[src/rtl/unified_mem_arbiter.sv]
// Single-port unified memory arbiter: load/store (DM) has priority over instruction fetch (IF),
// with a bounded DM streak so a pending fetch cannot starve. One access in flight at a time.
module unified_mem_arbiter #(
   parameter int unsigned DATA_WIDTH_POW  = 6,
   parameter int unsigned ADDR_WIDTH_POW  = 6,
   parameter int unsigned MEM_LATENCY     = 2,
   parameter int unsigned MAX_DATA_STREAK = 4
) (
   input  logic                             clk_in,
   input  logic                             rst,
   input  logic                             if_req_in,
   input  logic [(1<<ADDR_WIDTH_POW)-1:0]   if_addr_in,
   output logic                             if_gnt_out,
   output logic                             if_rvalid_out,
   output logic [31:0]                      if_rdata_out,
   input  logic                             dm_req_in,
   input  logic                             dm_we_in,
   input  logic [(1<<ADDR_WIDTH_POW)-1:0]   dm_addr_in,
   input  logic [(1<<DATA_WIDTH_POW)-1:0]   dm_wdata_in,
   output logic                             dm_gnt_out,
   output logic                             dm_rvalid_out,
   output logic [(1<<DATA_WIDTH_POW)-1:0]   dm_rdata_out,
   output logic                             mem_en_out,
   output logic                             mem_we_out,
   output logic [(1<<ADDR_WIDTH_POW)-1:0]   mem_addr_out,
   output logic [(1<<DATA_WIDTH_POW)-1:0]   mem_wdata_out,
   input  logic [(1<<DATA_WIDTH_POW)-1:0]   mem_rdata_in,
   output logic                             busy_out
);

   localparam int unsigned DW = 1 << DATA_WIDTH_POW;
   localparam int unsigned AW = 1 << ADDR_WIDTH_POW;
   localparam int unsigned LW = $clog2(MEM_LATENCY + 1);
   localparam int unsigned SW = $clog2(MAX_DATA_STREAK + 1);

   localparam logic [1:0] IDLE  = 2'd0;
   localparam logic [1:0] ISSUE = 2'd1;
   localparam logic [1:0] WAIT  = 2'd2;
   localparam logic [1:0] RESP  = 2'd3;

   localparam logic [LW-1:0] LAT_INIT   = LW'(MEM_LATENCY);
   localparam logic [LW-1:0] LAT_LAST   = LW'(1);
   localparam logic [SW-1:0] STREAK_MAX = SW'(MAX_DATA_STREAK);

   logic [1:0]    state;
   logic          winner_dm;
   logic          cmd_we;
   logic [AW-1:0] cmd_addr;
   logic [DW-1:0] cmd_wdata;
   logic [LW-1:0] lat_cnt;
   logic [SW-1:0] streak;
   logic [31:0]   if_rdata_r;
   logic [DW-1:0] dm_rdata_r;
   logic          sel_dm;

   // A pending fetch wins only once the DM streak has reached its limit
   always_comb begin
      sel_dm = dm_req_in && !(if_req_in && (streak == STREAK_MAX));
   end

   always_ff @(posedge clk_in) begin
      if (rst) begin
         state      <= IDLE;
         winner_dm  <= 1'b0;
         cmd_we     <= 1'b0;
         cmd_addr   <= '0;
         cmd_wdata  <= '0;
         lat_cnt    <= '0;
         if_rdata_r <= '0;
         dm_rdata_r <= '0;
      end else begin
         case (state)
            IDLE: begin
               if (if_req_in || dm_req_in) begin
                  winner_dm <= sel_dm;
                  cmd_we    <= sel_dm && dm_we_in;
                  cmd_addr  <= sel_dm ? dm_addr_in : if_addr_in;
                  cmd_wdata <= sel_dm ? dm_wdata_in : '0;
                  state     <= ISSUE;
               end
            end
            ISSUE: begin
               if (cmd_we) begin
                  state <= IDLE;
               end else begin
                  lat_cnt <= LAT_INIT;
                  state   <= WAIT;
               end
            end
            WAIT: begin
               lat_cnt <= lat_cnt - 1'b1;
               if (lat_cnt == LAT_LAST) begin
                  if (winner_dm) dm_rdata_r <= mem_rdata_in;
                  else           if_rdata_r <= mem_rdata_in[31:0];
                  state <= RESP;
               end
            end
            RESP:    state <= IDLE;
            default: state <= IDLE;
         endcase
      end
   end

   always_ff @(posedge clk_in) begin
      if (rst || !if_req_in) begin
         streak <= '0;
      end else if (state == ISSUE) begin
         if (!winner_dm)                 streak <= '0;
         else if (streak != STREAK_MAX)  streak <= streak + 1'b1;
      end
   end

   assign mem_en_out    = (state == ISSUE);
   assign mem_we_out    = mem_en_out && cmd_we;
   assign mem_addr_out  = mem_en_out ? cmd_addr  : '0;
   assign mem_wdata_out = mem_en_out ? cmd_wdata : '0;
   assign if_gnt_out    = mem_en_out && !winner_dm;
   assign dm_gnt_out    = mem_en_out && winner_dm;
   assign if_rvalid_out = (state == RESP) && !winner_dm;
   assign dm_rvalid_out = (state == RESP) && winner_dm;
   assign if_rdata_out  = if_rdata_r;
   assign dm_rdata_out  = dm_rdata_r;
   assign busy_out      = (state != IDLE);

endmodule

[config.mk]
export PLATFORM = sky130hd
export DESIGN_NAME = unified_mem_arbiter
export DESIGN_NICKNAME = d
export VERILOG_FILES = /design/src/rtl/unified_mem_arbiter.sv
export SDC_FILE = /design/constraint.sdc
export NUM_CORES = 1
export LEC_CHECK = 0
export BUFFER_PORTS_ARGS = -buffer_cell sky130_fd_sc_hd__buf_2
export CAP_MARGIN = 10
export CORE_AREA = 8 8 183 185
export CTS_CLUSTER_DIAMETER = 120
export DETAILED_ROUTE_END_ITERATION = 10
export DIE_AREA = 0 0 191 193
export GPL_ROUTABILITY_DRIVEN = 0
export PLACE_DENSITY_LB_ADDON = 0.1
export SKIP_LAST_GASP = 1
export SLEW_MARGIN = 0
export SYNTH_ARGS = -nofsm -noshare
export SYNTH_HDL_FRONTEND = slang
export SYNTH_SLANG_ARGS = --single-unit
[constraint.sdc]
create_clock -name clk_in -period 2.4 [get_ports clk_in]
set_input_delay 0.12 -clock clk_in [delete_from_list [all_inputs] [get_ports clk_in]]
set_output_delay 0.12 -clock clk_in [all_outputs]
set_load 0.02 [all_outputs]
# After elaboration in Yosys (flattened, before gate mapping)
# Cells that the tools add are included.
# word_totals
reg_bits	233
latchBits	0
ramBits	0
romBits	0
out_inout_bits	231
elab_cells	56
memories	0
# op_classes
addsub	2
n_mul	0
div	0
order_cmp	0
eq_ne	10
n_shift	0
n_mux	12
n_bitwise	1
n_reduce_logical	22
# op_table
cell	count
2-to-1 mux 64 bit	4
logical AND 1 bit	8
2-to-1 mux 2 bit	4
one-hot mux 2 bit (4 select lines)	1
AND reduction 2 bit	4
2-to-1 mux 3 bit	2
!= test 2 bit, second input constant	3
AND reduction 3 bit	2
== test 2 x 1 -> 1 bit, second input constant	2
== test 2 bit, second input constant	2
one-hot mux 2 bit (2 select lines)	1
nonzero test 2 bit	2
adder 3 x 1 -> 3 bit, second input constant	1
== test 3 bit, second input constant	1
logical NOT 1 bit	3
!= test 3 bit, second input constant	1
logical NOT 2 bit	1
logical OR 1 bit	2
!= test 2 x 1 -> 1 bit, second input constant	1
subtractor 2 x 1 -> 2 bit, second input constant	1
NOT 1 bit	1

# Logic depth before layout (Yosys ltp)
# Gate-level depths: netlist of the first run.
# logic_depth
ltp_word	5
depth_mapped	7
depth_no_buf	5

# Worst setup path before layout of the first run
# No wires, ideal clock.
# synth_timing
path_kind	reg2reg
from	reg streak[0]
to	reg cmd_addr[36]
setup_time_ns	0.088
t_arrival_ns	1.443
path_slack_ns	0.869
stages_incl_launch_ff	8
n_path_buf	2
path_cell_list	dfxtp_1 > inv_1 > ha_1 > nand3_1 > buf_4 > buf_2 > nand3_1 > a311oi_2
# synth_between
elab_chain_len	5
# synth_rtl
element	line_no	source
start, declared	51	logic [SW-1:0] streak;
start signal, assigned	109	else if (streak != STREAK_MAX) streak <= streak + 1'b1;
== test 3 bit	58	sel_dm = dm_req_in && !(if_req_in && (streak == STREAK_MAX));
logical AND 1 bit	58	
logical NOT 1 bit	58	
logical AND 1 bit	58	
2-to-1 mux 64 bit	77	cmd_addr <= sel_dm ? dm_addr_in : if_addr_in;
end signal, assigned	77	
end, declared	48	logic [AW-1:0] cmd_addr;
# No other way between the ends.
# A chain may end at the register's enable or synchronous reset.

# Worst setup path after layout of the first run
# layout_timing
from	reg streak[0]
to	reg cmd_addr[23]
# The elaborated chain is that of the path after synthesis.

==> run summary, run 1 <==
The flow ran to the end, and the final reports show no timing, DRC or antenna violations. The kind of path behind the tightest hold check is primary input to flop. The post-synthesis net count is approximately 1600. Leaving out fill and tap cells, the most frequent cell in the layout is sky130_fd_sc_hd__buf_2.

The detailed-route vias per instance came out at a little over 5. The wire length of the first global-routing pass came out at around 70000 um. The CTS buffer count is 27. After synthesis, the largest family of logic cells by area is compound AO/OA/AOI/OAI gates.

Once detailed placement completed, the half-perimeter wirelength came to 29500 um. The number of register bits inferred by synthesis is between 200 and 250. The post-synthesis simple-gate area fraction came out at 0.232. The number of iterations in the first detailed-routing pass came out at 8. The number of max-slew violations in the final report came out at 0. TritonCTS built the clock tree. The cell type group with the largest total delay on the critical path is buffers and inverters. The insertion delay to the later sink of the worst-skew pair came out at 0.54 ns. The fraction of layout instances using a drive strength above 1 came out at 0.317. The average routed wire per standard cell came out at 19.3 um. Traced cell by cell, the critical path runs through inv_1, ha_2, and3_4, buf_12, o21ai_0, a311oi_1, dlygate4sd3_1. The worst setup path is captured at a flop.

The fraction of power spent switching nets is 0.278. The detailed router's first-iteration violation count came out at 717. Yosys mapped the design onto 38 distinct sky130hd cell types.

The I/O pin count is slightly below 500. Counting buffers and inverters, the worst setup path is 7 cells deep. In this run the most critical hold path is launched from if_req_in. The clock network power share is 0.397.

Tracing the worst setup path back leads to its startpoint at streak[0]. The remaining design rule violation count is 0. The xor and xnor fraction of the mapped netlist area is 0. The initial utilization of the core area, before any placement, comes to 0.349. On the final layout, the worst hold slack is between 0.05 and 0.06 ns. The area added between synthesis and finish is 55.1%. The total grt overflow is 0.

The overall die width is between 150 and 200 um. For this run, the register share of the synthesized area comes to 0.434. The floorplan step defined a die boundary enclosing approximately 37000 um2. For this run, the top clock speed supported by timing is around 0.44 GHz. The number of hold-slack violations in the final timing report is 0. Clock-pin slew was measured on the worst setup and hold paths at around 0.060 ns. In this run the clock root is driven by a sky130_fd_sc_hd__clkbuf_16. The design internal power is roughly 7.5 mW.

The capturing point of the worst reg2reg path is cmd_addr[23]. The wire length after detailed routing came out at 46100 um. The combinational share of power came out at 0.193. The mapped netlist covers approximately 11000 um2. The count of nets left with antenna violations once routing finished came out at 0. The routed layout has 12315 vias. The worst setup skew after layout came out at between 0.007 and 0.008 ns.

The die height came out at between 150 and 200 um. The delay contributed by the slowest stage of the critical path came out at approximately 0.59 ns. The number of setup buffers added after CTS is 0. Following the worst setup path forward leads to its endpoint at cmd_addr[23]. The adder and majority cell fraction of the synthesized area came out at 0.00349. The slack of the worst reg-to-reg path is around 0.13 ns.

The worst IR drop on VDD came out at just over 0.5 mV. The power per cell area came out at just over 600 nW/um2. The number of H-tree levels is 1. The analysis attributes to cell leakage a power of 7.20 nW. The sequential fraction of design power came out at 0.410. STA classifies the critical path startpoint as a flop. The worst path buffer plus inverter count is 3. The number of antenna violations at the first check in global routing is 6. The number of max-cap violations came out at 0. Synthesis produced a netlist whose cell count is approximately 1300. The average cell area after synthesis is 8.25 um2. The via count of the first global-routing pass came out at about 13000.

Setup repair after global routing could not meet its margin everywhere. The post-synthesis compound-gate area fraction is 0.243. The area of the core is 30800 um2. The largest net degree at the start of global routing is 104. The setup violation total in the final timing report is 0. The number of cell rows is 65. In the layout the commonest cells are sky130_fd_sc_hd__buf_2, sky130_fd_sc_hd__dlygate4sd3_1, sky130_fd_sc_hd__dfxtp_1. The summed negative setup slack over all endpoints came out at 0 ns. The category of the most critical setup path is flop to flop. The final clock period utilization by the worst path came out at 0.944.

The number of cells traversed by the worst register-to-register path came out at 7. The final period demand of the worst path is 2.27 ns. The multiplexer share of the synthesized area came out at 0.00186.

The largest fanout on the critical path came out at 25. The count of clock tree sinks is approximately 230. The total of warnings raised by yosys is 0. The transition time of the tightest slew-check pin came out at between 0.7 and 0.8 ns. The startpoint identified for the worst register-to-register timing path is streak[0]. The data required time at the worst endpoint is around 2.9 ns.

The count of buffers added on input and output ports is around 490. Across every metal layer, demand over resource in global routing totals 0.234. In this run the deepest clock path goes through 3 buffers. For this design, the slowest cell found on the critical path is sky130_fd_sc_hd__dlygate4sd3_1. The switching power total came out at between 2 and 3 mW. The critical path arrival came out at ~2.7 ns. The relative slew slack is 0.512. The final layout net count came out at between 2000 and 2500.
==> synthesized netlist by cell type, drive strengths merged <==
library cell,n,area (um2)
a31oi,2,12.5
or2,1,6.26
a21oi,232,1340
nand2,196,736
clkbuf,81,395
nor2,6,45.0
nand3b,1,7.51
and4b,1,10.0
nand4b,1,8.76
nand3,66,330
ha,3,37.5
buf,67,498
and3,2,12.5
nand4bb,1,11.3
nor4bb,1,25.0
clkinv,1,3.75
inv,5,18.8
mux2i,2,20.0
nand4,69,432
o21ai,130,651
nand2b,3,26.3
dfxtp,233,4660
or2b,2,15.0
a311oi,64,611
nor3,3,15.0
and2,130,813
==> how the worst min path moves through the flow <==
stage / to / slack (ns) / depth (start not counted)
floorplan: if_rdata_out[10] / 0.26 / 2
global placement: dm_rdata_out[63] / 0.36 / 3
detailed placement: dm_rdata_out[60] / 0.37 / 3
CTS: streak[0] / 0.005 / 3
global route: streak[0] / 0.04 / 3
finish: streak[0] / 0.05 / 3
==> stage by stage <==
stage	worst slack, ns	util	cell area [um2]	std cells	total power [mW]
finish	0.134	0.541	16700	2381	10.4
CTS	0.0132	0.539	16600	2377	10.5
detailed placement	0.520	0.427	13200	2072	5.93
global route	-0.00286	0.541	16700	2381	10.8
floorplan	0.869	-	10700	1303	5.30
global placement	0.575	0.427	13200	2072	5.92
==> flip-flops by register name, indices dropped and copies added (netlist names), named ones only <==
name and flops:
cmd_addr 64, cmd_wdata 64, dm_rdata_out 64, if_rdata_out 32, streak 3, lat_cnt 2
cmd_we 1, state 1, winner_dm 1
==> cell type report <==
cell class / instances / area [um2]
Fill cell: 2917 / 14200
Timing Repair Buffer: 773 / 5400
Multi-Input combinational cell: 916 / 5190
Sequential cell: 233 / 4670
Clock buffer: 40 / 785
Tap cell: 402 / 503
Clock inverter: 8 / 96.3
Inverter: 6 / 23.8
Antenna cell: 3 / 7.51
==> power by group through the flow <==
stage | Combinational [mW] | Sequential [mW] | Clock [mW]
after global routing | 2.17 | 4.29 | 4.39
after floorplan | 1.03 | 4.28 | 0
after CTS | 1.99 | 4.26 | 4.27
after detailed placement | 1.59 | 4.34 | 0
final | 2.00 | 4.26 | 4.12
after global placement | 1.58 | 4.34 | 0
==> cell families after synthesis <==
logic type | Yosys count
adder cells (fa/ha/maj) | 3
multiplexers | 2
buffers and inverters | 154
flip-flops | 233
AND/OR/NAND/NOR | 483
AO/OA/AOI/OAI | 428
==> worst register-to-register path, cell delays in order, from the launching register on <==
cell	delay, ns
sky130_fd_sc_hd__dfxtp_1	0.33
sky130_fd_sc_hd__inv_1	0.09
sky130_fd_sc_hd__ha_2	0.25
sky130_fd_sc_hd__and3_4	0.34
sky130_fd_sc_hd__buf_12	0.20
sky130_fd_sc_hd__o21ai_0	0.10
sky130_fd_sc_hd__a311oi_1	0.30
sky130_fd_sc_hd__dlygate4sd3_1	0.59
==> repair_timing <==
item / in CTS / in global routing
gates resized for setup: 1 / 4
hold buffers: 257 / 0
gates cloned: 0 / 1
setup endpoints to repair: 2 / 21
pin swaps: 0 / 1
endpoints found under the hold margin: 225 / 0
==> routing by layer <==
metal	part of all wire	wire length [um]	GRT usage
met5	0.00087	40	0
met4	0.033	1540	0.0898
met3	0.079	3660	0.0613
met2	0.48	22200	0.391
met1	0.40	18600	0.285
Power figures use the tool's default switching activity.
==> run 2: changes to the inputs <==
ABC_AREA = 1   (was default)
CORE_AREA = 8 8 184 186   (was 8 8 183 185)
DIE_AREA = 0 0 192 194   (was 0 0 191 193)
==> run 2 against run 1 <==
Compared with the run above:
- via count up 8.5%
- global-route usage down 0.18 points
- count of clock-buffer cells in the layout up 1
- flip-flop and latch count unchanged
==> run summary, run 2 <==
Result of the run: completed (unchanged). The slack of the worst reg-to-reg path is 0.18 ns (was 0.13 ns). The fraction of power spent switching nets is 0.300 (was 0.278). The detailed-placement wirelength estimate is 30000 um (was 29500 um).

The worst setup skew after layout came out at 0.0181 ns (was 0.00749 ns). The count of input and output buffers came out at 491 (unchanged). The total of warnings raised by yosys was 0 (unchanged). The clock edge transition at the registers on the reported setup and hold paths came out at 0.06 ns (about the same). The detailed-route vias per instance came to 4.81 (was 5.17). The footprint of the multi-input gates is 4910 um2 (was 5190 um2). The design internal power was 7.55 mW (was 7.50 mW). The wire length after detailed routing came out at 45900 um (was 46100 um). The cell area after technology mapping is 10900 um2 (was 10700 um2). The TritonCTS clock tree was yes (unchanged).

Setup repair after global routing missed its margin: false (was true). The sequential fraction of design power came to 0.389 (was 0.410). The largest net degree at the start of global routing came out at 131 (was 104). The summed negative setup slack over all endpoints came out at 0 ns (unchanged). The total grt overflow came to 0 (unchanged). The share of flip-flops with an asynchronous set or reset after synthesis is 0 (unchanged).

The number of cells traversed by the worst register-to-register path came out at 10 (was 7). The transition time of the tightest slew-check pin is 0.767 ns (was 0.733 ns). The final period demand of the worst path came out at 2.22 ns (was 2.27 ns). The CTS buffer count is 27 (unchanged). The final clock period utilization by the worst path is 0.926 (was 0.944). The most common flop cell mapped by yosys was sky130_fd_sc_hd__dfxtp_1 (unchanged). The overall die width came to 192 um (was 191 um). The number of cells on the worst hold path came out at 4 (was 3).

The beginning of the worst hold path was rst (was if_req_in). The maximum clock frequency is 0.450 GHz (was 0.441 GHz). The die height was 194 um (was 193 um). The final layout net count came out at 2616 (was 2221). The combinational share of power is 0.239 (was 0.193). The endpoint type of the worst setup path is a flop (unchanged). The most common library cell in the layout ignoring fill and taps was sky130_fd_sc_hd__buf_2 (unchanged). The area added between synthesis and finish is 56.8% (was 55.1%). The remaining design rule violation count was 0 (unchanged).

The number of iterations in the first detailed-routing pass is 5 (was 8). The die outline area came to 37200 um2 (was 36900 um2). The power per cell area is 631 nW/um2 (was 623 nW/um2). The number of hold-slack violations in the final timing report came out at 0 (unchanged).

The placed instance count is 2465 (was 2072). The top-area cell type share of the netlist area is 0.428 (was 0.434). The via count of the first global-routing pass is 13296 (was 12611). The kind of path behind the tightest hold check is primary input to flop (unchanged).

The I/O pin count is 492 (unchanged). Commonest cells after routing, fill and taps aside: sky130_fd_sc_hd__buf_2, sky130_fd_sc_hd__nor2_1, sky130_fd_sc_hd__dlygate4sd3_1 (was sky130_fd_sc_hd__buf_2, sky130_fd_sc_hd__dlygate4sd3_1, sky130_fd_sc_hd__dfxtp_1). The initial standard-cell utilization of the core came out at 0.351 (was 0.349).

The insertion delay to the later sink of the worst-skew pair is 0.54 ns (about the same). The most used standard cell by instance count after synthesis is sky130_fd_sc_hd__nor2_1 (was sky130_fd_sc_hd__dfxtp_1). The number of synthesized flops with an enable pin came out at 0 (unchanged). The relative slew slack came to 0.488 (was 0.512). The switching power total is 3.23 mW (was 2.89 mW). The filler cell count in the final layout came out at 3100 (was 2917). The final instance count without filler cells came out at 2777 (was 2381). The maximum number of buffers from clock root to sink came out at 3 (unchanged). The endpoint of the worst hold-timing path is cmd_addr[9] (was streak[0]).

The data required time at the worst endpoint is 2.83 ns (was 2.87 ns). The total area of sequential cells is 4670 um2 (about the same). The number of max-cap violations came to 0 (unchanged). The number of max-slew violations in the final report is 0 (unchanged). The fraction of layout instances using a drive strength above 1 came to 0.240 (was 0.317). The category of the most critical setup path is flop to flop (unchanged). The total global routing track utilization is 0.232 (was 0.234). The count of antenna-violating nets left after detailed routing came to 0 (unchanged). The sequential fraction of the synthesis area came out at 0.428 (was 0.434). The root buffer cell is sky130_fd_sc_hd__clkbuf_16 (unchanged).

The detailed router's first-iteration violation count is 734 (was 717). The critical path arrival came out at 2.65 ns (was 2.74 ns). The worst IR drop on VDD came out at 0.518 mV (was 0.517 mV). The post-synthesis net count came to 1947 (was 1567). The via count of the routed design was 13357 (was 12315). The wire length of the first global-routing pass is 71000 um (was 70300 um). The setup violation total in the final timing report is 0 (unchanged). The number of antenna violations at the first check in global routing is 5 (was 6). The largest fanout on the critical path came to 41 (was 25). The area of the core is 31100 um2 (was 30800 um2). The setup slack of the critical path after layout was 0.177 ns (was 0.134 ns). The number of register bits inferred by synthesis is 233 (unchanged).

Top post-synthesis cells by count: sky130_fd_sc_hd__nor2_1, sky130_fd_sc_hd__dfxtp_1, sky130_fd_sc_hd__nand2_1, sky130_fd_sc_hd__inv_1, sky130_fd_sc_hd__nand3_1 (was sky130_fd_sc_hd__dfxtp_1, sky130_fd_sc_hd__nand2_1, sky130_fd_sc_hd__a21oi_1, sky130_fd_sc_hd__and2_1, sky130_fd_sc_hd__o21ai_0). The total power of the final layout is 10.8 mW (was 10.4 mW). The clock network power share was 0.372 (was 0.397). The number of cell rows came out at 65 (unchanged). The synthesized netlist cell count came out at 1683 (was 1303). The worst slack at placement came to 0.588 ns (was 0.520 ns). The startpoint class of the critical path is a flop (unchanged). The cell type with the highest aggregate area in the netlist was sky130_fd_sc_hd__dfxtp_1 (unchanged). Largest cells by area after synthesis: sky130_fd_sc_hd__dfxtp_1, sky130_fd_sc_hd__nor2_1, sky130_fd_sc_hd__nand3_1, sky130_fd_sc_hd__nand2_1, sky130_fd_sc_hd__inv_1 (was sky130_fd_sc_hd__dfxtp_1, sky130_fd_sc_hd__a21oi_1, sky130_fd_sc_hd__and2_1, sky130_fd_sc_hd__nand2_1, sky130_fd_sc_hd__o21ai_0).

The cell leakage power is 8.27 nW (was 7.20 nW). The number of H-tree levels is 1 (unchanged). The average routed wire per standard cell is 16.5 um (was 19.3 um). The count of distinct cell types in the synthesized netlist is 23 (was 38).

The capturing point of the worst reg2reg path is cmd_addr[18] (was cmd_addr[23]). The post-route core utilization is 0.550 (was 0.541). The average cell area after synthesis came out at 6.47 um2 (was 8.25 um2).

The count of clock tree sinks came to 233 (unchanged). The start of the worst register-to-register path is streak[0] (unchanged).
## run 2: cell count changes after synthesis, sizes merged, moves of 27 or more
cell / before / now
nand3: 66 / 200
a21oi: 232 / 131
clkbuf: 81 / 54
o21ai: 130 / 36
inv: 5 / 205
a311oi: 64 / 0
and2: 130 / 1
nor2: 6 / 461
## run 2: metrics by stage
stage	instance area, um2	hold WS, ns
2_1_floorplan	10900	0.287
4_1_cts	17000	0.0164
5_1_grt	17100	0.0512
3_5_place_dp	13600	0.392
3_3_place_gp	13600	0.388
6_report	17100	0.0408
## run 2: cell type report
type,instances,share of cell area
Antenna cell,4,0.000586
Inverter,205,0.0450
Multi-Input combinational cell,1109,0.288
Sequential cell,233,0.273
Clock buffer,41,0.0461
Tap cell,402,0.0294
Timing Repair Buffer,776,0.314
Clock inverter,7,0.00396
## run 2: logic make-up after synthesis
group           count (synthesis)  synth area share
buf+inv                       341             0.127
simple gates                  935             0.362
flops                         233             0.428
compound gates                171            0.0795
fa+ha+maj                       3           0.00345
## run 2: timing repair
action	in CTS	in global routing
buffers inserted	0	0
gates resized for setup	0	4
hold endpoints to repair	227	0
endpoints found under the setup margin	0	55
hold buffers	259	0
## run 2: layer usage
metal	up-vias	track usage	part of all wire	wire length [um]
li1	6606	-	-	-
met5	-	0	0.00026	12
met1	6097	0.275	0.40	18200
met2	540	0.393	0.48	21800
met4	2	0.0990	0.041	1890
met3	112	0.0547	0.087	4010
## run 2: worst max-delay path by stage
stage | from | to | slack (ns) | cells after the start
final | streak[0] | cmd_addr[18] | 0.18 | 10
after floorplan | winner_dm | if_rvalid_out | 0.98 | 4
after CTS | streak[0] | cmd_addr[31] | 0.03 | 10
after detailed placement | streak[0] | cmd_addr[13] | 0.59 | 9
after global routing | streak[0] | cmd_addr[28] | 0.02 | 10
after global placement | streak[0] | cmd_addr[39] | 0.64 | 9
## run 2: critical path: stages, from the launching register on
cell and delay (ns):
sky130_fd_sc_hd__dfxtp_1 0.35, sky130_fd_sc_hd__inv_1 0.07, sky130_fd_sc_hd__ha_1 0.25, sky130_fd_sc_hd__nand3_4 0.20, sky130_fd_sc_hd__nand2_8 0.17, sky130_fd_sc_hd__buf_12 0.22
sky130_fd_sc_hd__nand2_1 0.09, sky130_fd_sc_hd__nand3_1 0.07, sky130_fd_sc_hd__dlygate4sd3_1 0.58, sky130_fd_sc_hd__nand2_1 0.06, sky130_fd_sc_hd__inv_1 0.03
## run 2: power groups by stage
stage          logic (mW)  registers [mW]  clock network [mW]
2_1_floorplan        1.34            4.28                   0
3_3_place_gp         2.09            4.27                   0
3_5_place_dp         2.10            4.28                   0
4_1_cts              2.56            4.20                4.11
5_1_grt              2.84            4.22                4.27
6_report             2.58            4.20                4.01
==> run 3: changes to the inputs <==
clock period = 2.5 ns   (was 2.4 ns; I/O delays follow)
==> run 3 against run 2 <==
Compared with the run above:
- cell count barely moved
- clock skew fell by 0.0058 ns
- setup slack improved by 0.017 ns
- sequential power fell by 4%
- core utilization rose by 0.43 points
- non-clock buffer count fell by 2
- register-to-register slack improved by 0.02 ns
==> run summary, run 3 (synthesis results as in run 2) <==
The most common library cell in the layout ignoring fill and taps is sky130_fd_sc_hd__buf_2 (unchanged). The fraction of power spent switching nets is 0.292 (was 0.300). The average routed wire per standard cell came out at 16.1 um (was 16.5 um). The I/O pin count came to 492 (unchanged). The data required time at the worst endpoint came out at 2.93 ns (was 2.83 ns). The number of max-cap violations is 0 (unchanged). The fraction of layout instances using a drive strength above 1 came to 0.243 (was 0.240). The placed instance count is 2463 (was 2465).

The total grt overflow came out at 0 (unchanged). List of cells traversed by the critical path: inv_1, ha_1, nand3_4, nand2_4, buf_12, nand2_1, nand3_1, dlygate4sd3_1, nand2_1, inv_1 (was inv_1, ha_1, nand3_4, nand2_8, buf_12, nand2_1, nand3_1, dlygate4sd3_1, nand2_1, inv_1). The final instance count without filler cells came out at 2776 (was 2777). The final clock period utilization by the worst path came out at 0.922 (was 0.926). The summed negative setup slack over all endpoints came out at 0 ns (unchanged).

The worst setup skew after layout came out at 0.0123 ns (was 0.0181 ns). The start of the worst register-to-register path is streak[0] (unchanged). The count of clock tree sinks came out at 233 (unchanged). The worst hold slack is 0.168 ns (was 0.0408 ns). The combinational share of power came out at 0.228 (was 0.239).

The relative slew slack is 0.476 (was 0.488). The number of H-tree levels came to 1 (unchanged). The setup violation total in the final timing report is 0 (unchanged). The number of cell rows is 65 (unchanged).

The overall die width came out at 192 um (unchanged). The count of input and output buffers came to 491 (unchanged). The startpoint class of the critical path is a flop (unchanged).

The final layout net count was 2615 (was 2616). The kind of path behind the tightest hold check is primary input to flop (unchanged). The number of antenna violations at the first check in global routing came out at 2 (was 5).

The sequential fraction of design power is 0.374 (was 0.389). The via count of the routed design is 13151 (was 13357). The critical path arrival came out at 2.74 ns (was 2.65 ns). The TritonCTS clock tree was yes (unchanged).

The clock edge transition at the registers on the reported setup and hold paths came out at 0.06 ns (about the same). The total global routing track utilization is 0.226 (was 0.232). The die height is 194 um (unchanged). The worst IR drop on VDD is 0.535 mV (was 0.518 mV). The design internal power was 7.64 mW (was 7.55 mW). The insertion delay to the later sink of the worst-skew pair came out at 0.54 ns (about the same). The capturing point of the worst reg2reg path is cmd_addr[12] (was cmd_addr[18]). The maximum number of buffers from clock root to sink came to 3 (unchanged). The detailed router's first-iteration violation count is 673 (was 734). The power per cell area is 626 nW/um2 (was 631 nW/um2). The wire length after detailed routing was 44800 um (was 45900 um).

The cell leakage power was 8.33 nW (was 8.27 nW). The post-route core utilization is 0.554 (was 0.550). The count of antenna-violating nets left after detailed routing is 0 (unchanged). The slowest cell on the critical path is sky130_fd_sc_hd__dlygate4sd3_1 (unchanged). The area of the core is 31100 um2 (unchanged). The transition time of the tightest slew-check pin came out at 0.787 ns (was 0.767 ns). Result of the run: completed (unchanged). The detailed-placement wirelength estimate came to 29700 um (was 30000 um).

The largest net degree at the start of global routing came out at 134 (was 131). The CTS buffer count was 28 (was 27). Commonest cells after routing, fill and taps aside: sky130_fd_sc_hd__buf_2, sky130_fd_sc_hd__nor2_1, sky130_fd_sc_hd__dlygate4sd3_1 (unchanged). The detailed-route vias per instance is 4.74 (was 4.81).

Setup repair after global routing missed its margin: false (unchanged). The clock network power share was 0.398 (was 0.372). The switching power total is 3.15 mW (was 3.23 mW). The largest fanout on the critical path is 37 (was 41). The root buffer cell is sky130_fd_sc_hd__clkbuf_16 (unchanged). The final period demand of the worst path is 2.31 ns (was 2.22 ns). The critical path launch point is streak[0] (unchanged). The number of max-slew violations in the final report is 0 (unchanged). The via count of the first global-routing pass came out at 13137 (was 13296). The number of buffers inserted by post-CTS setup repair came out at 0 (unchanged). The endpoint type of the worst setup path is a flop (unchanged). The remaining design rule violation count came out at 0 (unchanged). The number of hold-slack violations in the final timing report came out at 0 (unchanged). The slack of the worst reg-to-reg path was 0.19 ns (was 0.18 ns).

The area added between synthesis and finish was 58.0% (was 56.8%). The number of iterations in the first detailed-routing pass came out at 7 (was 5). The delay contributed by the slowest stage of the critical path came out at 0.62 ns (was 0.58 ns). The beginning of the worst hold path was rst (unchanged). The number of cells traversed by the worst register-to-register path is 10 (unchanged).

The end point of the critical path is cmd_addr[12] (was cmd_addr[18]). The wire length of the first global-routing pass is 69300 um (was 71000 um). The initial standard-cell utilization of the core is 0.351 (unchanged). The die outline area came out at 37200 um2 (unchanged).

The category of the most critical setup path was flop to flop (unchanged). The maximum clock frequency was 0.434 GHz (was 0.450 GHz).
==> run 3: stage by stage <==
step	setup slack (ns)	power (mW)	cell area (um2)
2_1_floorplan	1.08	5.39	10900
3_3_place_gp	0.638	6.11	13600
3_5_place_dp	0.593	6.13	13600
4_1_cts	0.0552	10.9	17200
5_1_grt	0.00585	11.4	17200
6_report	0.194	10.8	17200
==> run 3: critical path: cells and delay by family (launching register included) <==
family,cells,cell delay [ns]
adders and majority gates,1,0.25
buffers and inverters,4,0.97
and+or+nand+nor,5,0.62
DFF,1,0.35
==> run 3: final cells by class <==
cell class / count / area (um2)
clock buffer: 35 / 788
fill: 3075 / 13900
multi-input combinational: 1109 / 4890
antenna: 1 / 2.50
inverter: 205 / 769
sequential: 233 / 4670
clock inverter: 17 / 203
timing repair buffer: 774 / 5390
tap: 402 / 503
==> run 3: routing by layer <==
metal  track usage  routed length [um]
met5             0                  12
met4        0.0872                1630
met3        0.0581                3720
met2         0.387               21500
met1         0.264               17900
==> run 3: power by group through the flow <==
stage | logic (mW) | registers [mW] | clock network (mW)
after floorplan | 1.29 | 4.10 | 0
after global placement | 2.01 | 4.10 | 0
after detailed placement | 2.02 | 4.11 | 0
after CTS | 2.47 | 4.03 | 4.41
after global routing | 2.72 | 4.05 | 4.58
final | 2.46 | 4.03 | 4.29
==> run 3: worst min path at each step <==
| stage | endpoint | slack, ns | cells after the start |
|---|---|---|---|
| 6_report | dm_rdata_out[30] | 0.17 | 3 |
| 5_1_grt | dm_rdata_out[43] | 0.20 | 3 |
| 4_1_cts | cmd_wdata[62] | 0.18 | 3 |
| 3_5_place_dp | if_rdata_out[9] | 0.40 | 3 |
| 3_3_place_gp | if_rdata_out[26] | 0.40 | 3 |
| 2_1_floorplan | if_rdata_out[0] | 0.29 | 2 |
==> run 3: what timing repair did <==
item	in CTS	in global routing
endpoints found under the hold margin	228	0
endpoints found under the setup margin	0	40
hold buffers	259	0
resized for setup	0	2
